### src/rtl/reg_bus_arbiter_pkg.sv
// reg_bus_arbiter_pkg
//   Shared definitions for the register-bus arbiter: the FSM state encoding,
//   the default downstream timeout and a small wrap-around index helper used
//   by the round-robin arbiter.
//   Optional feature macro used by the arbiter: REG_ARB_TIMEOUT_EN.
package reg_bus_arbiter_pkg;

    typedef enum logic [1:0] {
        ARB_IDLE    = 2'd0,
        ARB_WR_WAIT = 2'd1,
        ARB_RD_WAIT = 2'd2,
        ARB_DONE    = 2'd3
    } arb_state_e;

    localparam int ARB_TIMEOUT_DEF = 256;

    // Index reached by stepping 'offset' places forward from 'base' in a
    // ring of 'n' entries.
    function automatic int wrapIdx(input int base, input int offset, input int n);
        int sum;
        sum = base + offset;
        if (sum >= n) begin
            sum = sum - n;
        end
        return sum;
    endfunction

endpackage

### src/rtl/reg_bus_arbiter_rr.sv
// rr_arbiter
//   Purely combinational round-robin pick: the first set request bit at or
//   after the pointer, wrapping NUM_REQ-1 -> 0.
//   Ports:
//     req_i       request vector, one bit per requester
//     ptr_i       index with highest priority this round
//     grant_o     one-hot grant (all zero when nothing requests)
//     grantIdx_o  binary index of the granted requester
//     valid_o     some requester was granted
module rr_arbiter
    import reg_bus_arbiter_pkg::*;
#(
    parameter int NUM_REQ = 2
) (
    input  logic [NUM_REQ-1:0]         req_i,
    input  logic [$clog2(NUM_REQ)-1:0] ptr_i,
    output logic [NUM_REQ-1:0]         grant_o,
    output logic [$clog2(NUM_REQ)-1:0] grantIdx_o,
    output logic                       valid_o
);

    localparam int IW = $clog2(NUM_REQ);

    int cand;

    // Walk the ring starting at the pointer; the first requester met wins.
    always_comb begin
        grant_o    = '0;
        grantIdx_o = '0;
        valid_o    = 1'b0;
        cand       = 0;
        for (int k = 0; k < NUM_REQ; k++) begin
            cand = wrapIdx(int'(ptr_i), k, NUM_REQ);
            for (int j = 0; j < NUM_REQ; j++) begin
                if (!valid_o && (j == cand) && req_i[j]) begin
                    valid_o    = 1'b1;
                    grant_o[j] = 1'b1;
                    grantIdx_o = IW'(j);
                end
            end
        end
    end

endmodule

### src/rtl/reg_bus_arbiter.sv
// reg_bus_arbiter
//   Shares one downstream register write/read port among NUM_REQ upstream
//   requesters. Round-robin grant, one transaction in flight, per-requester
//   one-cycle completion pulses.
//   Optional feature: define REG_ARB_TIMEOUT_EN to abort a transaction that
//   gets no downstream response within TIMEOUT_CYC cycles (req_err flags it).
//   Ports:
//     clk, resetn                      clock, async active-low reset
//     req_wen/waddr/wdata/wstrb        per-requester write request (level) + payload
//     req_wrdy                         per-requester write-done pulse
//     req_ren/raddr                    per-requester read request (level) + address
//     req_rdata, req_rrdy              shared read data, per-requester read-done pulse
//     req_err                          timeout flag qualifying a done pulse
//     m_reg_wen/waddr/wdata/wstrb      downstream write strobe + held payload
//     m_reg_wrdy                       downstream write done
//     m_reg_ren/raddr                  downstream read strobe + held address
//     m_reg_rdata, m_reg_rrdy          downstream read data + valid
module reg_bus_arbiter
    import reg_bus_arbiter_pkg::*;
#(
    parameter int NUM_REQ     = 2,
    parameter int AW          = 32,
    parameter int DW          = 32,
    parameter int TIMEOUT_CYC = ARB_TIMEOUT_DEF
) (
    input  logic                    clk,
    input  logic                    resetn,
    input  logic [NUM_REQ-1:0]      req_wen,
    input  logic [NUM_REQ*AW-1:0]   req_waddr,
    input  logic [NUM_REQ*DW-1:0]   req_wdata,
    input  logic [NUM_REQ*DW/8-1:0] req_wstrb,
    output logic [NUM_REQ-1:0]      req_wrdy,
    input  logic [NUM_REQ-1:0]      req_ren,
    input  logic [NUM_REQ*AW-1:0]   req_raddr,
    output logic [DW-1:0]           req_rdata,
    output logic [NUM_REQ-1:0]      req_rrdy,
    output logic                    req_err,
    output logic                    m_reg_wen,
    output logic [AW-1:0]           m_reg_waddr,
    output logic [DW-1:0]           m_reg_wdata,
    output logic [DW/8-1:0]         m_reg_wstrb,
    input  logic                    m_reg_wrdy,
    output logic                    m_reg_ren,
    output logic [AW-1:0]           m_reg_raddr,
    input  logic [DW-1:0]           m_reg_rdata,
    input  logic                    m_reg_rrdy
);

    localparam int IW = $clog2(NUM_REQ);
    localparam int SW = DW / 8;

    logic [NUM_REQ-1:0] reqVec;
    logic [NUM_REQ-1:0] grantOh;
    logic [IW-1:0]      grantIdx;
    logic               grantValid;
    logic [AW-1:0]      selWaddr;
    logic [DW-1:0]      selWdata;
    logic [SW-1:0]      selWstrb;
    logic [AW-1:0]      selRaddr;
    logic               selIsWrite;

    arb_state_e         state_q;
    logic [IW-1:0]      rrPtr_q;
    logic [IW-1:0]      owner_q;
    logic [NUM_REQ-1:0] ownerOh_q;
    logic               mWen_q;
    logic               mRen_q;
    logic [AW-1:0]      mWaddr_q;
    logic [DW-1:0]      mWdata_q;
    logic [SW-1:0]      mWstrb_q;
    logic [AW-1:0]      mRaddr_q;
    logic [DW-1:0]      rdata_q;
    logic [NUM_REQ-1:0] wrdy_q;
    logic [NUM_REQ-1:0] rrdy_q;

`ifdef REG_ARB_TIMEOUT_EN
    localparam int CntW = $clog2(TIMEOUT_CYC + 1);
    localparam logic [CntW-1:0] CNT_LAST = CntW'(TIMEOUT_CYC - 1);
    logic [CntW-1:0] waitCnt_q;
    logic            err_q;
    assign req_err = err_q;
`else
    assign req_err = 1'b0;
`endif

    assign reqVec = req_wen | req_ren;

    rr_arbiter #(
        .NUM_REQ(NUM_REQ)
    ) u_rr (
        .req_i      (reqVec),
        .ptr_i      (rrPtr_q),
        .grant_o    (grantOh),
        .grantIdx_o (grantIdx),
        .valid_o    (grantValid)
    );

    // Route the granted requester's payload. A requester asking for both
    // directions at once gets its write served first; the read stays pending
    // and is picked up by normal rotation.
    always_comb begin
        selWaddr   = '0;
        selWdata   = '0;
        selWstrb   = '0;
        selRaddr   = '0;
        selIsWrite = |(grantOh & req_wen);
        for (int i = 0; i < NUM_REQ; i++) begin
            if (grantOh[i]) begin
                selWaddr = req_waddr[i*AW +: AW];
                selWdata = req_wdata[i*DW +: DW];
                selWstrb = req_wstrb[i*SW +: SW];
                selRaddr = req_raddr[i*AW +: AW];
            end
        end
    end

    // Transaction FSM. Strobes and done pulses default low every cycle so each
    // is exactly one cycle wide; payload registers hold until the next grant.
    // Downstream ready is only looked at in the wait states.
    always_ff @(posedge clk or negedge resetn) begin
        if (!resetn) begin
            state_q   <= ARB_IDLE;
            rrPtr_q   <= '0;
            owner_q   <= '0;
            ownerOh_q <= '0;
            mWen_q    <= 1'b0;
            mRen_q    <= 1'b0;
            mWaddr_q  <= '0;
            mWdata_q  <= '0;
            mWstrb_q  <= '0;
            mRaddr_q  <= '0;
            rdata_q   <= '0;
            wrdy_q    <= '0;
            rrdy_q    <= '0;
`ifdef REG_ARB_TIMEOUT_EN
            waitCnt_q <= '0;
            err_q     <= 1'b0;
`endif
        end else begin
            mWen_q <= 1'b0;
            mRen_q <= 1'b0;
            wrdy_q <= '0;
            rrdy_q <= '0;
`ifdef REG_ARB_TIMEOUT_EN
            err_q  <= 1'b0;
`endif
            case (state_q)
                ARB_IDLE: begin
                    if (grantValid) begin
                        owner_q   <= grantIdx;
                        ownerOh_q <= grantOh;
`ifdef REG_ARB_TIMEOUT_EN
                        waitCnt_q <= '0;
`endif
                        if (selIsWrite) begin
                            mWaddr_q <= selWaddr;
                            mWdata_q <= selWdata;
                            mWstrb_q <= selWstrb;
                            mWen_q   <= 1'b1;
                            state_q  <= ARB_WR_WAIT;
                        end else begin
                            mRaddr_q <= selRaddr;
                            mRen_q   <= 1'b1;
                            state_q  <= ARB_RD_WAIT;
                        end
                    end
                end
                ARB_WR_WAIT: begin
                    if (m_reg_wrdy) begin
                        wrdy_q  <= ownerOh_q;
                        state_q <= ARB_DONE;
                    end
`ifdef REG_ARB_TIMEOUT_EN
                    else if (waitCnt_q == CNT_LAST) begin
                        wrdy_q  <= ownerOh_q;
                        err_q   <= 1'b1;
                        state_q <= ARB_DONE;
                    end else begin
                        waitCnt_q <= waitCnt_q + 1'b1;
                    end
`endif
                end
                ARB_RD_WAIT: begin
                    if (m_reg_rrdy) begin
                        rdata_q <= m_reg_rdata;
                        rrdy_q  <= ownerOh_q;
                        state_q <= ARB_DONE;
                    end
`ifdef REG_ARB_TIMEOUT_EN
                    else if (waitCnt_q == CNT_LAST) begin
                        rdata_q <= '0;
                        rrdy_q  <= ownerOh_q;
                        err_q   <= 1'b1;
                        state_q <= ARB_DONE;
                    end else begin
                        waitCnt_q <= waitCnt_q + 1'b1;
                    end
`endif
                end
                ARB_DONE: begin
                    rrPtr_q <= (owner_q == IW'(NUM_REQ - 1)) ? '0 : owner_q + 1'b1;
                    state_q <= ARB_IDLE;
                end
                default: begin
                    state_q <= ARB_IDLE;
                end
            endcase
        end
    end

    assign m_reg_wen   = mWen_q;
    assign m_reg_ren   = mRen_q;
    assign m_reg_waddr = mWaddr_q;
    assign m_reg_wdata = mWdata_q;
    assign m_reg_wstrb = mWstrb_q;
    assign m_reg_raddr = mRaddr_q;
    assign req_rdata   = rdata_q;
    assign req_wrdy    = wrdy_q;
    assign req_rrdy    = rrdy_q;

endmodule

### config.mk
export PLATFORM = sky130hd
export DESIGN_NAME = reg_bus_arbiter
export DESIGN_NICKNAME = d
export VERILOG_FILES = /design/src/rtl/reg_bus_arbiter_pkg.sv /design/src/rtl/reg_bus_arbiter_rr.sv /design/src/rtl/reg_bus_arbiter.sv
export SDC_FILE = /design/constraint.sdc
export NUM_CORES = 1
export LEC_CHECK = 0
export CAP_MARGIN = 20
export CORE_AREA = 2 2 147 149
export CTS_BUF_LIST = sky130_fd_sc_hd__clkbuf_8
export DETAILED_ROUTE_END_ITERATION = 8
export DIE_AREA = 0 0 149 151
export GPL_TIMING_DRIVEN = 0
export PLACE_DENSITY_LB_ADDON = 0.3
export SLEW_MARGIN = 0
export SYNTH_ARGS = -nofsm -noshare
export SYNTH_HDL_FRONTEND = slang
export SYNTH_SLANG_ARGS = --single-unit
### constraint.sdc
create_clock -name clk -period 2.09 [get_ports clk]
set_clock_uncertainty 0.1 [all_clocks]
set_input_delay 0.418 -clock clk [delete_from_list [all_inputs] [get_ports clk]]
set_output_delay 0.418 -clock clk [all_outputs]
set_load 0.01 [all_outputs]
* Word level (Yosys, flattened, before mapping) *
Cells that the tools add are included.

word-level totals
  bits in registers = 144
  input bits = 240
  output and inout port bits = 139
  word-level logic and storage cells = 84

operators by class
  add/subtract/negate cells = 4
  $lt $le $gt $ge = 2
  equality and inequality tests = 8
  multiplexer cells = 35
  bitwise gates (word level) = 3
  reductions and logical operators = 19

operators with widths
  operator                                              count
  two-way mux 32 bit                                    8
  == test 2 x 32 -> 1 bit, first input constant         2
  zero test 32 bit                                      2
  >= comparator 32 x 3 -> 1 bit, second input constant  1
  subtractor 32 x 3 -> 32 bit, second input constant    1
  two-way mux 1 bit                                     16
  two-way mux 2 bit                                     8
  AND reduction 3 bit                                   3
  two-way mux 4 bit                                     2
  one-hot mux 2 bit (4 select lines)                    1
  logical AND 1 bit                                     7
  != test 2 bit, second input constant                  3
  == test 2 bit, second input constant                  2
  AND reduction 2 bit                                   2
  zero test 1 bit                                       3
  subtractor 1 x 2 -> 3 bit, second input constant      1
  adder 1 x 1 -> 2 bit, second input constant           1
  AND 2 bit                                             1
  == test 2 x 1 -> 1 bit, second input constant         1
  >= comparator 1 x 2 -> 1 bit, second input constant   1
  zero test 2 bit                                       1
  OR 2 bit                                              1
  OR reduction 2 bit                                    1
  adder 1 bit, second input constant                    1
  NOT 1 bit                                             1

* Depth between registers and ports, before layout *
Gate-level depths: netlist of run 1.

  depth in word-level cells = 22
  gate-level depth with buffers = 8
  gate-level depth less buffers = 6

* Hierarchy *
From an unflattened synthesis of run 1, not the netlist that was laid out.

unflattened totals
  cell total of the unflattened synthesis = 457
  area, all modules = 6707.7 µm²

modules (own cells, without submodules)
  module           instances  cells each  area each (µm²)  sequential area each (µm²)
  reg_bus_arbiter  1          452         6675.2           3603.5
  rr_arbiter       1          5           32.5             0.0

* Worst setup path after synthesis of run 1 *
No wires, ideal clock.

  path type = flip-flop to flip-flop
  start = register state_q[0]
  end = register mWaddr_q[11] (netlist: m_reg_waddr[11])
  arrival time = 1633 ps
  required time = 1864 ps
  path slack = 231 ps
  cell stages (with the launch flop) = 9
  path buffers = 3
  clock period less this slack = 1859 ps
  path through = dfrtp_1 > inv_1 > ha_1 > clkbuf_1 > o221ai_2 > buf_2 > buf_2 > a221oi_1 > nor2_1

on the way
  longest elaborated chain between the ends = 2

RTL lines
  element                               RTL line                RTL
  start: declaration                    reg_bus_arbiter.sv:62   arb_state_e state_q;
  start signal: assignment              reg_bus_arbiter.sv:122  state_q <= ARB_IDLE;
  start signal: assignment              reg_bus_arbiter.sv:160  state_q <= ARB_WR_WAIT;
  start signal: assignment              reg_bus_arbiter.sv:164  state_q <= ARB_RD_WAIT;
  zero test 2 bit                       reg_bus_arbiter.sv:147  case (state_q)
  AND reduction 3 bit (no source line)  --
  end signal: assignment                reg_bus_arbiter.sv:156  mWaddr_q <= selWaddr;
  end: declaration                      reg_bus_arbiter.sv:68   logic [AW-1:0] mWaddr_q;

Every way passes these cells.
A chain may end at the register's enable or synchronous reset.

* Worst setup path after layout of run 1 *
  start = input req_wen[0]
  end = register mWstrb_q[3] (netlist: m_reg_wstrb[3])

on the way
  longest elaborated chain between the ends = 18
  elaborated cells on any way between the ends = 23
  classes of those cells = mux: 9; bitwise: 2; reduce/logical: 12

RTL lines
  element                               RTL line                  RTL
  start: declaration                    reg_bus_arbiter.sv:28     input logic [NUM_REQ-1:0] req_wen,
  OR 2 bit                              reg_bus_arbiter.sv:86     assign reqVec = req_wen | req_ren;
  logical AND 1 bit                     reg_bus_arbiter_rr.sv:35  if (!valid_o && (j == cand) && req_i[j]) begin
  two-way mux 1 bit                     reg_bus_arbiter_rr.sv:35
  zero test 1 bit                       reg_bus_arbiter_rr.sv:35
  logical AND 1 bit (2 in series)       reg_bus_arbiter_rr.sv:35
  two-way mux 1 bit                     reg_bus_arbiter_rr.sv:35
  zero test 1 bit                       reg_bus_arbiter_rr.sv:35
  logical AND 1 bit (2 in series)       reg_bus_arbiter_rr.sv:35
  two-way mux 1 bit                     reg_bus_arbiter_rr.sv:35
  zero test 1 bit                       reg_bus_arbiter_rr.sv:35
  logical AND 1 bit (2 in series)       reg_bus_arbiter_rr.sv:35
  two-way mux 1 bit                     reg_bus_arbiter_rr.sv:35
  AND 2 bit                             reg_bus_arbiter.sv:106    selIsWrite = |(grantOh & req_wen);
  OR reduction 2 bit                    reg_bus_arbiter.sv:106
  AND reduction 3 bit (no source line)  --
  end signal: assignment                reg_bus_arbiter.sv:158    mWstrb_q <= selWstrb;
  end: declaration                      reg_bus_arbiter.sv:70     logic [SW-1:0] mWstrb_q;

Parallel ways exist; a longest one is shown, timed or not.

==> flow_summary.yaml, run 1 <==
setup_path:
  path_class: "in2reg"
  timing.critical_path.from: "req_wen[0]"
  path_max_fanout: 10
  critPathCaptureType: "flop"
  crit_path_start_kind: "input port"
  timing.rr.start: "state_q[0]"
  required_ps: 2310
  worstPathArrival_ps: 2250
layout:
  utilization_pct: 52.19
  drive_gt1_share_pct: 15.39
  finalNonFillerCells: 1217
  area_delta_synth_final_pct: 75.05
  antenna_cells: 0
  fin_nets: 1173
  final_area_mm2: 0.01087
pwr:
  leakage_nw: 4.473
  p_total_w: 0.01427
  power_density_mw_per_mm2: 1313
  vdd_drop_max_v: 0.0005114
placement:
  place_area_mm2: 0.01035
  finalWeightedCongestion: 0.7726
  dp_hpwl_mm: 16.74
  dp.cells: 1183
  dpl_worst_slack_ps: -839.9
  numPortBuffers: 377
floorplan:
  core_area_mm2: 0.02082
  die_area_mm2: 0.02250
  initial_core_util_pct: 29.82
  rows: 53
  die_w_um: 149
  chipHeight_um: 151
  ios: 379
routing:
  routed_wirelength_mm: 21.81
  ant_nets: 0
  viasPerCell: 4.724
  first_pass_iters: 4
  drt-initial-drc-count: 162
  drc: 0
  wl_per_cell_um: 17.92
  vias: 5749
timing:
  maxSlewHeadroom_pct: 45.71
  slew_viol_final: 0
  fin_ws_ps: 55.10
  hold_violations: 0
  worst_slew_pin_slew_ps: 803.8
  final.period_utilization_pct: 97.36
  max_freq_ghz: 0.4914
  period_minus_slack_ps: 2035
  finalSetupViolCount: 0
clocking:
  cts_root_buffer: "clkbuf_8"
  htreeDepth: 4
  cts_tree: "done"
  path_clk_slew_ps: 80
  cts.path.max_buffers: 2
  cts_made_buffers: 17
  clkLatencyLatePin_ps: 430
  clock_sinks: 144
flow_run:
  timing.max_cap.violations: 0
synth:
  synth_area_mm2: 0.006208
  syn_nets: 774
  synth_ff_type: "dfrtp_1"
  syn_avg_cell_area_um2: 11.71
  synth_seq_cells: 144
  async_reset_ff_share_pct: 100.0
  synth-seq-area-share_pct: 58.04
  yosysWarnings: 0
  ys_types: 29
  synth_edf_count: 0
  synth_cells: 530
global_route:
  grt_pass1_vias: 6055
  grt_pass1_wl_mm: 32.71
  grt_max_degree: 86
  grt_overflow: 0
  grt_usage_pct: 19.14
  antenna_found_initial: 0
hold_path:
  worstHoldStart: "owner_q"
  min_path_type: "reg2reg"
outcome:
  status: "finished, final reports clean"
[metal layers]
layer  vias up  part of all wire [%]  GRT usage, %
met1      2758                    40         21.96
met2       234                    52         34.91
met4         0                   1.1         4.667
met3        13                   7.3         5.783
li1       2744                     -             -
met5         -                     0             0
[metrics by stage]
| step | hold slack [ps] | setup TNS [ps] |
|---|---|---|
| global placement | 329.7 | -865160 |
| finish | 371.9 | 0 |
| detailed placement | 334.9 | -57900 |
| floorplan | 22.41 | 0 |
| global route | 381.8 | -41.20 |
| CTS | 358.6 | -41.17 |
[final timing paths]
path                                   end  slack (ps)  cells past startpoint
setup / recovery            m_reg_wstrb[3]          60                      7
hold / removal                     rrPtr_q         370                      1
setup reg to reg           m_reg_waddr[30]         110                      7
hold reg to reg                    rrPtr_q         370                      1
max in group asynchronous   m_reg_wstrb[3]         620                      3
min in group asynchronous    req_rdata[20]         420                      2
[cell families after synthesis]
logic type	Yosys count	share of synthesized area [%]
compound gates	118	16.36
fa+ha+maj	4	0.8062
simple gates	146	9.028
other cells	1	0.06040
buf+inv	53	4.091
mux	64	11.61
flops	144	58.04
[sequential cells by signal (all words and copies together) (netlist names)]
register and flops:
m_reg_raddr 32, m_reg_waddr 32, m_reg_wdata 32, req_rdata 32, m_reg_wstrb 4, ownerOh_q 2, req_rrdy 2, req_wrdy 2
state_q 2, m_reg_ren 1, m_reg_wen 1, owner_q 1, rrPtr_q 1
[repair_timing]
item | CTS | global route
hold endpoints to repair | 59 | 0
endpoints found under the setup margin | 103 | 78
hold buffers | 1 | 0
resized for setup | 9 | 33
cloned | 0 | 0
buffers inserted | 2 | 0
[final cells by class]
cell class                 count  area [µm²]
clock inverter                15       125.1
clock buffer                  17       234.0
inverter                       8       30.03
tap                          275       344.1
sequential                   144        3603
timing repair buffer         381        3830
buffer                        44       242.7
fill                        1919        9955
multi-input combinational    333        2459
[layout by cell type, fill, tap and decap left out, types with 10 or more instances in the layout]
cell type,n
clkbuf_2,11
a221oi_2,10
nor2_1,140
clkbuf_8,17
dfrtp_1,144
a22o_1,35
clkdlybuf4s50_1,375
clkbuf_1,13
a221oi_1,57
mux2_2,64
[critical path, stage by stage]
cell	delay, ps
clkdlybuf4s50_1	560
nor2_1	100
o22a_1	200
buf_2	240
buf_2	240
a221oi_1	410
nor2_1	70
[synth_stat cells (4+ instances only)]
cell type	instances	share of area [%]
buf_1	5	0.30
buf_6	4	0.73
inv_1	7	0.42
a22o_1	35	4.9
buf_2	8	0.64
clkbuf_1	24	1.5
nor2_1	140	8.5
mux2_2	64	12
dfrtp_1	144	58
buf_4	4	0.48
and3_1	4	0.40
ha_1	4	0.81
a221oi_1	68	9.6
[report_power, final]
group	switching (W)	internal [W]	total, W	leakage [nW]
Sequential	0.000694	0.00416	0.00485	1.69
Clock	0.00120	0.000862	0.00207	0.184
Combinational	0.00324	0.00411	0.00735	2.60
Total	0.00514	0.00913	0.0143	4.47
(Power assumes the default switching activity.)
==> run 2, diff against run 1 <==
GPL_TIMING_DRIVEN = unset   (was 0)
==> run 2 against run 1 <==
Sequential share of layout area barely moved; largest cell class unchanged; clock power barely moved; register-to-register slack improved by 110 ps; first-iteration DRC count rose by 36%; flip-flop and latch count did not move; global-route usage fell by 0.58 points; count of clock-buffer cells in the layout did not move; die area did not move; largest power group unchanged.
==> flow_summary.yaml, run 2 (same netlist as run 1, synthesis figures left out) <==
outcome:
  status: "finished, final reports clean"
floorplan:
  die_area_mm2: 0.02250
  die_w_um: 149
  rows: 53
  ios: 379
  chipHeight_um: 151
  initial_core_util_pct: 29.82
  core_area_mm2: 0.02082
routing:
  routed_wirelength_mm: 21.23
  drt-initial-drc-count: 221
  wirelength_met1_mm: 8.224
  first_pass_iters: 6
  viasPerCell: 4.786
  met3_wirelength_mm: 2.000
  top_layer: "met4"
  drc: 0
  vias: 5719
  dr_wl_met2_mm: 10.58
  wl_per_cell_um: 17.76
  ant_nets: 0
timing:
  max_freq_ghz: 0.5128
  hold_violations: 0
  period_minus_slack_ps: 1950
  final.period_utilization_pct: 93.31
  finalSetupViolCount: 0
  rsz0062_at_grt: "no"
  slew_viol_final: 0
  holdWs_ps: 348.4
setup_path:
  crit_buf_inv: 1
  cpMaxStageDelayCell: "clkdlybuf4s50_1"
  reg2regPathDepth: 6
  required_ps: 1570
  regToRegSetupSlack_ps: 220
  cp_cell_sequence: "clkdlybuf4s50_1"
  timing.rr.start: "state_q[0]"
  path_max_fanout: 2
  timing.critical_path.from: "m_reg_wstrb[1]"
  max_stage_delay_ps: 630
  critPathCaptureType: "primary output"
  path_class: "reg2out"
  crit_path_start_kind: "flop"
  critical_path.top_delay_family: "buffers and inverters"
  worstPathArrival_ps: 1430
  r2r_end: "m_reg_waddr[30]"
clocking:
  clock_sinks: 144
  cts_root_buffer: "clkbuf_8"
  cts_tree: "done"
  path_clk_slew_ps: 90
  cts.path.max_buffers: 2
  ctsResizeCount: 0
  clkLatencyLatePin_ps: 430
  cts_made_buffers: 17
  htreeDepth: 4
pwr:
  vdd_drop_max_v: 0.0005257
  p_seq_share_pct: 34.3
  power_frac_comb_pct: 51.1
  p_sw_w: 0.005034
  power_density_mw_per_mm2: 1311
  clkPwrFrac_pct: 14.5
  swShare_pct: 35.38
  p_int_w: 0.009194
  leakage_nw: 4.441
global_route:
  grt_max_degree: 55
  grt_overflow: 0
  grt_pass1_vias: 5831
  grt_usage_pct: 18.56
  grt_pass1_wl_mm: 32.06
  antenna_found_initial: 0
placement:
  dp_hpwl_mm: 15.93
  numPortBuffers: 377
  place_area_mm2: 0.01048
  finalWeightedCongestion: 0.7726
hold_path:
  min_path_type: "in2async"
layout:
  drive_gt1_share_pct: 13.59
  final_common_cell: "clkdlybuf4s50_1"
  utilization_pct: 52.12
  layout_common_cells: "clkdlybuf4s50_1 (376), dfrtp_1 (144), nor2_1 (140)"
  fin_nets: 1151
  area_delta_synth_final_pct: 74.79
  antenna_cells: 0
  final_area_mm2: 0.01085
  num-fill-cells: 1919
flow_run:
  timing.max_cap.violations: 0
-- run 2: cell types whose count changed in the layout (fill, tap and decap cells not counted), sizes merged --
cell,delta
dlymetal6s2s,-1
clkdlybuf4s50,+1
clkinvlp,+2
clkinv,-2
buf,+3
clkbuf,-25
-- run 2: worst max-delay path by stage --
stage	to	slack, ps	depth (start not counted)
final	m_reg_wstrb[1]	140	1
after global placement	m_reg_waddr[30]	-230	6
after CTS	m_reg_wstrb[1]	70	1
after floorplan	m_reg_waddr[11]	230	8
after detailed placement	m_reg_waddr[30]	-260	6
after global routing	m_reg_wstrb[1]	40	1
-- run 2: layout make-up --
cell class	count	area (µm²)	area share, %
clock buffers	17	234.0	2.156
clock inverters	15	125.1	1.153
inverters	8	30.03	0.2767
multi-input cells	333	2380	21.93
flip-flops and latches	144	3603	33.21
well taps	275	344.1	3.171
repair buffers	403	4135	38.11
-- run 2: layer usage --
metal  GRT usage, %  vias to the layer above
met5              0                        -
li1               -                     2684
met3          6.958                       26
met2          31.96                      256
met4          5.667                        0
met1          21.56                     2753
-- run 2: timing repair --
item | 4_1_cts | 5_1_grt
hold buffers | 1 | 0
setup buffers | 0 | 0
setup endpoints to repair | 0 | 0
endpoints found under the hold margin | 33 | 0
-- run 2: power by group through the flow --
stage | combinational (W) | clock [W] | sequential, W
2_1_floorplan | 0.00259 | 0 | 0.00550
3_3_place_gp | 0.00730 | 0 | 0.00489
3_5_place_dp | 0.00738 | 0 | 0.00496
4_1_cts | 0.00740 | 0.00215 | 0.00491
5_1_grt | 0.00788 | 0.00230 | 0.00506
6_report | 0.00728 | 0.00206 | 0.00489
-- run 2: per-stage QoR --
| stage | total power, W | setup TNS [ps] | setup WS (ps) | cells |
|---|---|---|---|---|
| after floorplan | 0.008083 | 0 | 231.3 | 530 |
| after global placement | 0.01219 | -8002 | -232.8 | 1162 |
| after detailed placement | 0.01234 | -11200 | -257.3 | 1162 |
| after CTS | 0.01446 | 0 | 70.06 | 1195 |
| after global routing | 0.01524 | 0 | 36.97 | 1195 |
| final | 0.01423 | 0 | 139.8 | 1195 |
==> run 3, diff against run 2 <==
PLACE_DENSITY = 0.67   (was unset)
PLACE_DENSITY_LB_ADDON = unset   (was 0.3)
==> run 3 against run 2 <==
Via count is 0.24% lower; first-iteration DRC count is 0.90% higher; total power is 1.7% higher; flip-flop and latch count stayed put; die area stayed put; utilization is 0.56 points higher; critical path depth stayed put; largest power group unchanged.
==> flow_summary.yaml, run 3 (same netlist as run 1, synthesis figures left out) <==
timing:
  max_freq_ghz: 0.4965
  fin_setup_tns_ps: 0
  slew_viol_final: 0
  rsz0062_at_grt: "no"
  final.period_utilization_pct: 96.36
  finalSetupViolCount: 0
  period_minus_slack_ps: 2014
  holdWs_ps: 344.8
  hold_violations: 0
setup_path:
  worstSetupEndpoint: "m_reg_wdata[1]"
  critPathCaptureType: "primary output"
  worstPathArrival_ps: 1500
  cpMaxStageDelayCell: "clkdlybuf4s50_1"
  critical_path.top_delay_family: "buffers and inverters"
  path_max_fanout: 2
  required_ps: 1570
  regToRegSetupSlack_ps: 220
  reg2regPathDepth: 6
  r2r_end: "m_reg_wdata[12]"
  timing.rr.start: "state_q[0]"
  max_stage_delay_ps: 600
  crit_path_start_kind: "flop"
  cp_cell_sequence: "clkdlybuf4s50_1"
  crit_cells: 1
  path_class: "reg2out"
  timing.critical_path.from: "m_reg_wdata[1]"
  crit_buf_inv: 1
layout:
  seqCellArea_mm2: 0.003603
  antenna_cells: 0
  final_common_cell: "clkdlybuf4s50_1"
  fin_nets: 1159
  area_delta_synth_final_pct: 76.68
  drive_gt1_share_pct: 14.55
  num-fill-cells: 1961
  multiInputGateArea_mm2: 0.002386
  layout_common_cells: "clkdlybuf4s50_1 (376), dfrtp_1 (144), nor2_1 (140)"
  finalNonFillerCells: 1203
routing:
  vias: 5705
  viasPerCell: 4.742
  ant_nets: 0
  wl_per_cell_um: 17.02
  routed_wirelength_mm: 20.48
  drt-initial-drc-count: 223
  drc: 0
  first_pass_iters: 4
pwr:
  power_density_mw_per_mm2: 1320
  leakage_nw: 4.506
  power_frac_comb_pct: 50.3
  vdd_drop_max_v: 0.0005402
  clkPwrFrac_pct: 16.1
  p_seq_share_pct: 33.7
  p_sw_w: 0.004913
  p_int_w: 0.009561
  swShare_pct: 33.94
floorplan:
  chipHeight_um: 151
  core_area_mm2: 0.02082
  initial_core_util_pct: 29.82
  ios: 379
  rows: 53
  die_w_um: 149
  die_area_mm2: 0.02250
flow_run:
  timing.max_cap.violations: 0
placement:
  dp.cells: 1170
  numPortBuffers: 377
  dp_hpwl_mm: 15.59
  finalWeightedCongestion: 0.7943
clocking:
  path_clk_slew_ps: 90
  cts.path.max_buffers: 2
  clock_sinks: 144
  cts_made_buffers: 17
  clkLatencyLatePin_ps: 430
  cts_root_buffer: "clkbuf_8"
  htreeDepth: 4
  cts_tree: "done"
global_route:
  grt_overflow: 0
  grt_usage_pct: 18.12
  grt_max_degree: 56
  grt_pass1_vias: 5786
  grt_pass1_wl_mm: 31.30
  antenna_found_initial: 0
outcome:
  status: "finished, final reports clean"
hold_path:
  min_path_type: "in2async"
==> run 3: changes by cell type in the layout (fill, tap and decap cells not counted), sizes merged <==
cell	previous run	this run
buf	26	34
bufinv	0	2
clkbuf	17	20
clkinv	2	4
clkinvlp	4	2
inv	17	12
==> run 3: final cells by class <==
class	count	share of cell area, %
inverters	8	0.2738
repair buffers	411	38.13
clock buffers	20	2.509
flip-flops and latches	144	32.85
multi-input cells	333	21.75
clock inverters	12	1.346
well taps	275	3.137
==> run 3: routing by layer <==
layer	vias up	wire length, µm	global-route usage, %
met4	0	479	6.333
met2	258	9944	30.46
met3	32	2063	6.988
li1	2704	-	-
met5	-	0	0
met1	2711	7992	21.20
==> run 3: power groups by stage <==
stage               combinational [W]  clock [W]  sequential (W)
floorplan                     0.00259          0         0.00550
global placement              0.00733          0         0.00489
detailed placement            0.00737          0         0.00495
CTS                           0.00739    0.00241         0.00490
global route                  0.00789    0.00254         0.00506
finish                        0.00727    0.00233         0.00487
==> run 3: repair_timing <==
item / in CTS / in global routing
setup buffers: 0 / 0
hold buffers: 1 / 0
endpoints found under the hold margin: 32 / 0
gates resized for setup: 0 / 1
setup endpoints to repair: 0 / 1
==> run 3: worst min path at each step <==
| stage | cells past startpoint | to | slack (ps) | from |
|---|---|---|---|---|
| 6_report | 2 | m_reg_raddr[25] | 340 | resetn |
| 5_1_grt | 2 | m_reg_raddr[9] | 340 | resetn |
| 4_1_cts | 2 | m_reg_raddr[9] | 330 | resetn |
| 3_5_place_dp | 1 | m_reg_raddr[22] | 240 | resetn |
| 3_3_place_gp | 1 | m_reg_raddr[25] | 250 | resetn |
| 2_1_floorplan | 0 | m_reg_raddr[0] | 20 | resetn |
==> run 3: metrics by stage <==
| step | total power, W | instance area [µm²] | util (%) | setup slack [ps] |
|---|---|---|---|---|
| after floorplan | 0.008083 | 6208 | - | 231.3 |
| after global placement | 0.01222 | 10530 | 50.57 | -356.0 |
| after detailed placement | 0.01232 | 10530 | 50.57 | -333.8 |
| after CTS | 0.01471 | 10960 | 52.65 | 41.11 |
| after global routing | 0.01549 | 10970 | 52.68 | 4.862 |
| final | 0.01447 | 10970 | 52.68 | 75.99 |
